$ cat config.mk
export PLATFORM = sky130hd
export DESIGN_NAME = rgb_sram_writer_flat
export DESIGN_NICKNAME = d
export VERILOG_FILES = /design/src/rtl/rgb_sram_writer_if.sv /design/src/rtl/rgb_sram_writer.sv /design/src/flat_wrapper.sv
export SDC_FILE = /design/constraint.sdc
export NUM_CORES = 1
export LEC_CHECK = 0
export ABC_CLOCK_PERIOD_IN_PS = 13100
export BUFFER_PORTS_ARGS = -buffer_cell sky130_fd_sc_hd__buf_4
export CAP_MARGIN = 25
export CORE_MARGIN = 5
export CORE_UTILIZATION = 35
export CTS_CLUSTER_SIZE = 28
export DETAILED_ROUTE_END_ITERATION = 7
export PLACE_DENSITY = 0.54
export SYNTH_ARGS = -nofsm -noshare
export SYNTH_HDL_FRONTEND = slang
export SYNTH_SLANG_ARGS = --single-unit
$ cat constraint.sdc
create_clock -name Clock -period 13.1 [get_ports Clock]
set_clock_uncertainty 0.15 [all_clocks]
set_input_delay 3.93 -clock Clock [delete_from_list [all_inputs] [get_ports Clock]]
set_output_delay 3.93 -clock Clock [all_outputs]
set_load 0.005 [all_outputs]
$ cat src/rtl/rgb_sram_writer_if.sv
// Pixel-stream and SRAM-write bundle for the RGB packer.
// Carries no state of its own, so it adds no latency.
// pixel_valid/pixel_ready carry the handshake. The SRAM side is write-only and has no stall.
interface rgb_sram_writer_if;
  logic        start;
  logic [17:0] SRAM_base_address;
  logic        pixel_valid;
  logic [7:0]  pixel_R;
  logic [7:0]  pixel_G;
  logic [7:0]  pixel_B;
  logic        pixel_ready;
  logic [17:0] SRAM_address;
  logic [15:0] SRAM_write_data;
  logic        SRAM_we_n;
  logic        busy;
  logic        done;

  // Upstream producer / frame controller side
  modport master (
    output start, SRAM_base_address, pixel_valid, pixel_R, pixel_G, pixel_B,
    input  pixel_ready, SRAM_address, SRAM_write_data, SRAM_we_n, busy, done
  );

  // Packer side
  modport slave (
    input  start, SRAM_base_address, pixel_valid, pixel_R, pixel_G, pixel_B,
    output pixel_ready, SRAM_address, SRAM_write_data, SRAM_we_n, busy, done
  );
endinterface

$ cat src/rtl/rgb_sram_writer.sv
// Packs raster RGB pixel pairs into three 16-bit SRAM words at consecutive addresses.
// The first write strobe appears one cycle after the odd pixel is accepted. Three writes follow on back-to-back cycles.
// pixel_ready stays low for 3 cycles after each odd pixel, so peak throughput is 2 pixels per 5 cycles.
module rgb_sram_writer #(
  parameter int IMG_WIDTH  = 320,
  parameter int IMG_HEIGHT = 240
) (
  input  logic             Clock,
  input  logic             Reset,
  rgb_sram_writer_if.slave bus
);

  localparam int          PAIRS     = IMG_WIDTH * IMG_HEIGHT / 2;
  localparam logic [16:0] LAST_PAIR = 17'(PAIRS - 1);

  typedef enum logic [2:0] {
    S_IDLE, S_WAIT_EVEN, S_WAIT_ODD, S_WRITE_1, S_WRITE_2, S_DONE
  } state_t;

  state_t      state, state_nxt;
  logic [17:0] word_ptr, word_ptr_nxt;
  logic [16:0] pair_cnt, pair_cnt_nxt;
  logic [7:0]  r0, g0, b0, r1, g1, b1;
  logic        lat_even, lat_odd;

  logic        ready_q, ready_nxt;
  logic        busy_q, busy_nxt;
  logic        done_q, done_nxt;
  logic        we_n_q, we_n_nxt;
  logic [17:0] addr_q, addr_nxt;
  logic [15:0] data_q, data_nxt;

  logic        accept;

  assign accept = bus.pixel_valid & ready_q;

  assign bus.pixel_ready     = ready_q;
  assign bus.busy            = busy_q;
  assign bus.done            = done_q;
  assign bus.SRAM_we_n       = we_n_q;
  assign bus.SRAM_address    = addr_q;
  assign bus.SRAM_write_data = data_q;

  // State register
  always_ff @(posedge Clock or posedge Reset) begin
    if (Reset) state <= S_IDLE;
    else       state <= state_nxt;
  end

  // Next state and next registered outputs. The write outputs hold their values unless a write is issued.
  always_comb begin
    state_nxt    = state;
    ready_nxt    = ready_q;
    busy_nxt     = busy_q;
    done_nxt     = 1'b0;
    we_n_nxt     = 1'b1;
    addr_nxt     = addr_q;
    data_nxt     = data_q;
    word_ptr_nxt = word_ptr;
    pair_cnt_nxt = pair_cnt;
    lat_even     = 1'b0;
    lat_odd      = 1'b0;
    case (state)
      S_IDLE: begin
        ready_nxt = 1'b0;
        busy_nxt  = 1'b0;
        if (bus.start) begin
          word_ptr_nxt = bus.SRAM_base_address;
          pair_cnt_nxt = '0;
          busy_nxt     = 1'b1;
          ready_nxt    = 1'b1;
          state_nxt    = S_WAIT_EVEN;
        end
      end
      S_WAIT_EVEN: begin
        // pixel_ready rises on the first cycle here after a pair's writes. That cycle is the third low cycle of the pair.
        ready_nxt = 1'b1;
        if (accept) begin
          lat_even  = 1'b1;
          state_nxt = S_WAIT_ODD;
        end
      end
      S_WAIT_ODD: begin
        ready_nxt = 1'b1;
        if (accept) begin
          lat_odd   = 1'b1;
          ready_nxt = 1'b0;
          addr_nxt  = word_ptr;
          data_nxt  = {r0, g0};
          we_n_nxt  = 1'b0;
          state_nxt = S_WRITE_1;
        end
      end
      S_WRITE_1: begin
        ready_nxt = 1'b0;
        addr_nxt  = word_ptr + 18'd1;
        data_nxt  = {b0, r1};
        we_n_nxt  = 1'b0;
        state_nxt = S_WRITE_2;
      end
      S_WRITE_2: begin
        ready_nxt    = 1'b0;
        addr_nxt     = word_ptr + 18'd2;
        data_nxt     = {g1, b1};
        we_n_nxt     = 1'b0;
        word_ptr_nxt = word_ptr + 18'd3;
        pair_cnt_nxt = pair_cnt + 17'd1;
        state_nxt    = (pair_cnt == LAST_PAIR) ? S_DONE : S_WAIT_EVEN;
      end
      S_DONE: begin
        ready_nxt = 1'b0;
        busy_nxt  = 1'b0;
        done_nxt  = 1'b1;
        state_nxt = S_IDLE;
      end
      default: state_nxt = S_IDLE;
    endcase
  end

  // Registered outputs, frame counters and the pixel-pair latches
  always_ff @(posedge Clock or posedge Reset) begin
    if (Reset) begin
      ready_q  <= 1'b0;
      busy_q   <= 1'b0;
      done_q   <= 1'b0;
      we_n_q   <= 1'b1;
      addr_q   <= '0;
      data_q   <= '0;
      word_ptr <= '0;
      pair_cnt <= '0;
      r0 <= '0; g0 <= '0; b0 <= '0;
      r1 <= '0; g1 <= '0; b1 <= '0;
    end else begin
      ready_q  <= ready_nxt;
      busy_q   <= busy_nxt;
      done_q   <= done_nxt;
      we_n_q   <= we_n_nxt;
      addr_q   <= addr_nxt;
      data_q   <= data_nxt;
      word_ptr <= word_ptr_nxt;
      pair_cnt <= pair_cnt_nxt;
      if (lat_even) begin
        r0 <= bus.pixel_R; g0 <= bus.pixel_G; b0 <= bus.pixel_B;
      end
      if (lat_odd) begin
        r1 <= bus.pixel_R; g1 <= bus.pixel_G; b1 <= bus.pixel_B;
      end
    end
  end

endmodule
$ cat src/flat_wrapper.sv
// flat-port wrapper written by rule: the top's interface ports become plain ports
module rgb_sram_writer_flat 
#(
  parameter int IMG_WIDTH  = 320,
  parameter int IMG_HEIGHT = 240
)
  (Clock, Reset, bus_start, bus_SRAM_base_address, bus_pixel_valid, bus_pixel_R, bus_pixel_G, bus_pixel_B, bus_pixel_ready, bus_SRAM_address, bus_SRAM_write_data, bus_SRAM_we_n, bus_busy, bus_done);
  rgb_sram_writer_if bus_i ();
  input  logic Clock;
  input  logic Reset;
  input wire logic [$bits(bus_i.start)-1:0] bus_start;
  input wire logic [$bits(bus_i.SRAM_base_address)-1:0] bus_SRAM_base_address;
  input wire logic [$bits(bus_i.pixel_valid)-1:0] bus_pixel_valid;
  input wire logic [$bits(bus_i.pixel_R)-1:0] bus_pixel_R;
  input wire logic [$bits(bus_i.pixel_G)-1:0] bus_pixel_G;
  input wire logic [$bits(bus_i.pixel_B)-1:0] bus_pixel_B;
  output wire logic [$bits(bus_i.pixel_ready)-1:0] bus_pixel_ready;
  output wire logic [$bits(bus_i.SRAM_address)-1:0] bus_SRAM_address;
  output wire logic [$bits(bus_i.SRAM_write_data)-1:0] bus_SRAM_write_data;
  output wire logic [$bits(bus_i.SRAM_we_n)-1:0] bus_SRAM_we_n;
  output wire logic [$bits(bus_i.busy)-1:0] bus_busy;
  output wire logic [$bits(bus_i.done)-1:0] bus_done;
  assign bus_i.start = bus_start;
  assign bus_i.SRAM_base_address = bus_SRAM_base_address;
  assign bus_i.pixel_valid = bus_pixel_valid;
  assign bus_i.pixel_R = bus_pixel_R;
  assign bus_i.pixel_G = bus_pixel_G;
  assign bus_i.pixel_B = bus_pixel_B;
  assign bus_pixel_ready = bus_i.pixel_ready;
  assign bus_SRAM_address = bus_i.SRAM_address;
  assign bus_SRAM_write_data = bus_i.SRAM_write_data;
  assign bus_SRAM_we_n = bus_i.SRAM_we_n;
  assign bus_busy = bus_i.busy;
  assign bus_done = bus_i.done;
  rgb_sram_writer #(.IMG_WIDTH(IMG_WIDTH), .IMG_HEIGHT(IMG_HEIGHT)) u_core (.Clock(Clock), .Reset(Reset), .bus(bus_i));
endmodule
==> results.ini <==
[yosys]
synth-simple-area-share=0.161
synth-async-reset-ratio=1.00
synth_compound_area_frac=0.134
synth_fa_ha_area_frac=0.0108
synth_top_flop_cell=dfrtp_1
synthCells=549
synth_area_leaders=dfrtp_1 (53%), mux2_2 (9.5%), nand2_1 (4.6%)
yosysUniqueCellTypes=62
yosysWarnings=0
synth-seq-cells=124
seq_area_frac_synth=0.534
syn_nets=600
synth_top_family_by_area=simple AND/OR/NAND/NOR gates
synth-xor-area-share=0.0271
synth_top_area_cell=dfrtp_1
yosysTopAreaCellShare=0.529
syn_area_per_cell_um2=10.6
synthMuxAreaShare=0.104
synthesis.area_um2=5810
synth_edf_count=0

[worst_setup_path]
max_stage_delay_ns=0.41
startpoint=bus_pixel_valid
end_kind=flip-flop
r2r-start=u_core.state[2]$_DFFE_PP0P_
cp.required_ns=13.20
worst_path_max_delay_cell=a221oi_1
startpoint_type=primary input
worstPathArrival_ns=5.73
path_max_fanout=34
crit_type=in2reg
crit_chain=buf_4 -> nand2_1 -> nand2b_1 -> a21o_1 -> buf_16 -> inv_1 -> a221oi_1 -> o21ai_0

[sta]
period_needed_ns=5.63
drv_slew=0
setup_tns_ns=0
worst_slack_ns=7.47
min_period_over_period=0.430
max_freq_mhz=178
max-slew-margin-rel=0.344
tightest_slew_ns=0.984
hold_violations=0
setup_viol=0
rsz0062_at_grt=no

[placement]
io_buffers=83
place_ws_ns=6.30
hpwl_um=9270
gp_congestion=0.786
dp.cells=824

[power]
p_sw_frac=0.352
netSwitchingPower_uw=602
total_leakage_power_nw=3.15
clockPowerShare=0.265
power_frac_comb=0.329
sequentialPowerShare=0.405
ir_worst_vdd_v=0.000126
p_int_mw=1.11
powerDensity_nw_per_um2=236

[die]
dieArea_um2=19300
fp.dieW_um=139
initial_core_util=0.353
die_y_um=139
core_um2=16500
ios=84
rows=47

[global_routing]
grt_max_degree=74
grt_pass1_wl_um=23200
grt_remaining_overflow=0
grtUsageTotal=0.149
antenna_found_initial=0
grt_pass1_vias=4514

[clock_network]
postCtsSetupBuffers=0
clkLatencyLatePin_ns=0.42
clkTransAtPathRegs_ns=0.06
htreeDepth=4
cts_resized=0
cts.sinks=124
cts_root_buffer=clkbuf_16
clk_path_buf_depth=2
postCtsHoldBufs=0
cts_tree=done
cts_made_buffers=17

[finish]
diodes=0
nNetsFinal=676
multi_input_area_um2=2550
drive_gt1_frac=0.290
final_common_cell=dfrtp_1
seqCellArea_um2=3100
fin_util=0.441
n_fill_cell=1607
stdcell_count=858
area_growth_syn_to_layout_pct=24.9
mostFrequentLayoutCells=dfrtp_1 (123), buf_4 (90), nand2_1 (72), mux2_2 (49), nor2_1 (39)

[flow_run]
maxCapViolations=0

[route]
wl_per_cell_um=16.2
drc=0
drt-total-wl_um=13900
firstDrtPassIters=4
routed_via_density=5.16
vias=4425
first_iter_violations=270
drtAntennaViolNets=0

[hold_path]
hold_path_class=reg2reg
hp-start=u_core.pair_cnt[16]$_DFFE_PP0P_

[status]
status=finished, final reports clean

cell usage after synthesis (2+ instances only):
master / instances
a211o_1: 2
a211oi_1: 5
a211oi_2: 2
a21oi_1: 13
a221o_1: 3
a221oi_1: 4
a22oi_1: 17
a31oi_1: 17
and2_1: 4
and3_1: 7
and4_1: 3
buf_2: 9
clkbuf_1: 24
dfrtp_1: 123
ha_1: 5
inv_1: 6
mux2_2: 49
mux2i_1: 5
nand2_1: 72
nand2b_1: 2
nand3_1: 15
nand3b_1: 3
nand4_1: 6
nand4b_1: 2
nor2_1: 40
nor2_4: 2
nor2b_1: 3
nor3_1: 13
nor3b_1: 3
nor4_1: 4
o211ai_1: 4
o21ai_0: 32
o21ai_1: 5
xnor2_1: 12
xor2_1: 6
metrics by stage:
stage | instance area (um2) | hold slack (ns) | total power [mW]
2_1_floorplan | 5810 | 0.296 | 1.04
3_3_place_gp | 6630 | 0.313 | 1.24
3_5_place_dp | 6630 | 0.323 | 1.26
4_1_cts | 7200 | 0.331 | 1.72
5_1_grt | 7260 | 0.353 | 1.83
6_report | 7260 | 0.324 | 1.71
per-layer routing:
layer | vias up | track usage | wire, um
li1 | 2139 | - | -
met1 | 2167 | 0.192 | 6410
met2 | 101 | 0.239 | 6620
met3 | 18 | 0.0400 | 647
met4 | 0 | 0.0592 | 248
met5 | - | 0 | 0
power by group through the flow:
| stage | Sequential (mW) | Combinational (mW) | Clock [mW] |
|---|---|---|---|
| after floorplan | 0.643 | 0.398 | 0 |
| after global placement | 0.692 | 0.545 | 0 |
| after detailed placement | 0.698 | 0.561 | 0 |
| after CTS | 0.693 | 0.561 | 0.464 |
| after global routing | 0.719 | 0.630 | 0.484 |
| final | 0.693 | 0.562 | 0.454 |
critical path, delay by kind of cell:
family / cells / cell delay, ns
AOI/OAI and AO/OA: 3 / 0.88
buffers and inverters: 3 / 0.69
and+or+nand+nor: 2 / 0.22
flip-flops by register name, summed over array words and instances, names as in the netlist:
name	count
u_core.bus.done	1
u_core.state	3
u_core.bus.SRAM_write_data	16
u_core.bus.SRAM_address	18
u_core.bus.pixel_ready	1
u_core.b0	8
u_core.g1	8
u_core.g0	8
u_core.word_ptr	18
u_core.bus.busy	1
u_core.r1	8
u_core.bus.SRAM_we_n	1
u_core.pair_cnt	17
u_core.r0	8
u_core.b1	8
cell families after synthesis:
kind of cell    Yosys count
compound gates          118
buf+inv                  41
mux                      54
simple gates            189
fa+ha+maj                 5
flops                   124
xor+xnor                 18
area by class of cell:
| class | instances | area share |
|---|---|---|
| Sequential cell | 124 | 0.428 |
| Multi-Input combinational cell | 384 | 0.351 |
| Timing Repair Buffer | 92 | 0.101 |
| Clock buffer | 18 | 0.0605 |
| Tap cell | 220 | 0.0379 |
| Clock inverter | 14 | 0.0186 |
| Inverter | 6 | 0.00345 |
final timing paths:
check / endpoint / slack [ns] / depth (start not counted)
setup / recovery: u_core.bus.SRAM_address[14]$_DFFE_PP0P_ / 7.47 / 8
hold / removal: u_core.pair_cnt[16]$_DFFE_PP0P_ / 0.32 / 1
setup reg to reg: u_core.word_ptr[16]$_DFFE_PP0P_ / 10.17 / 4
hold reg to reg: u_core.pair_cnt[16]$_DFFE_PP0P_ / 0.32 / 1
max in group asynchronous: u_core.bus.SRAM_we_n$_DFF_PP1_ / 8.25 / 4
min in group asynchronous: u_core.g1[0]$_DFFE_PP0P_ / 3.44 / 2
No activity file was read; power rests on OpenSTA's default activity.
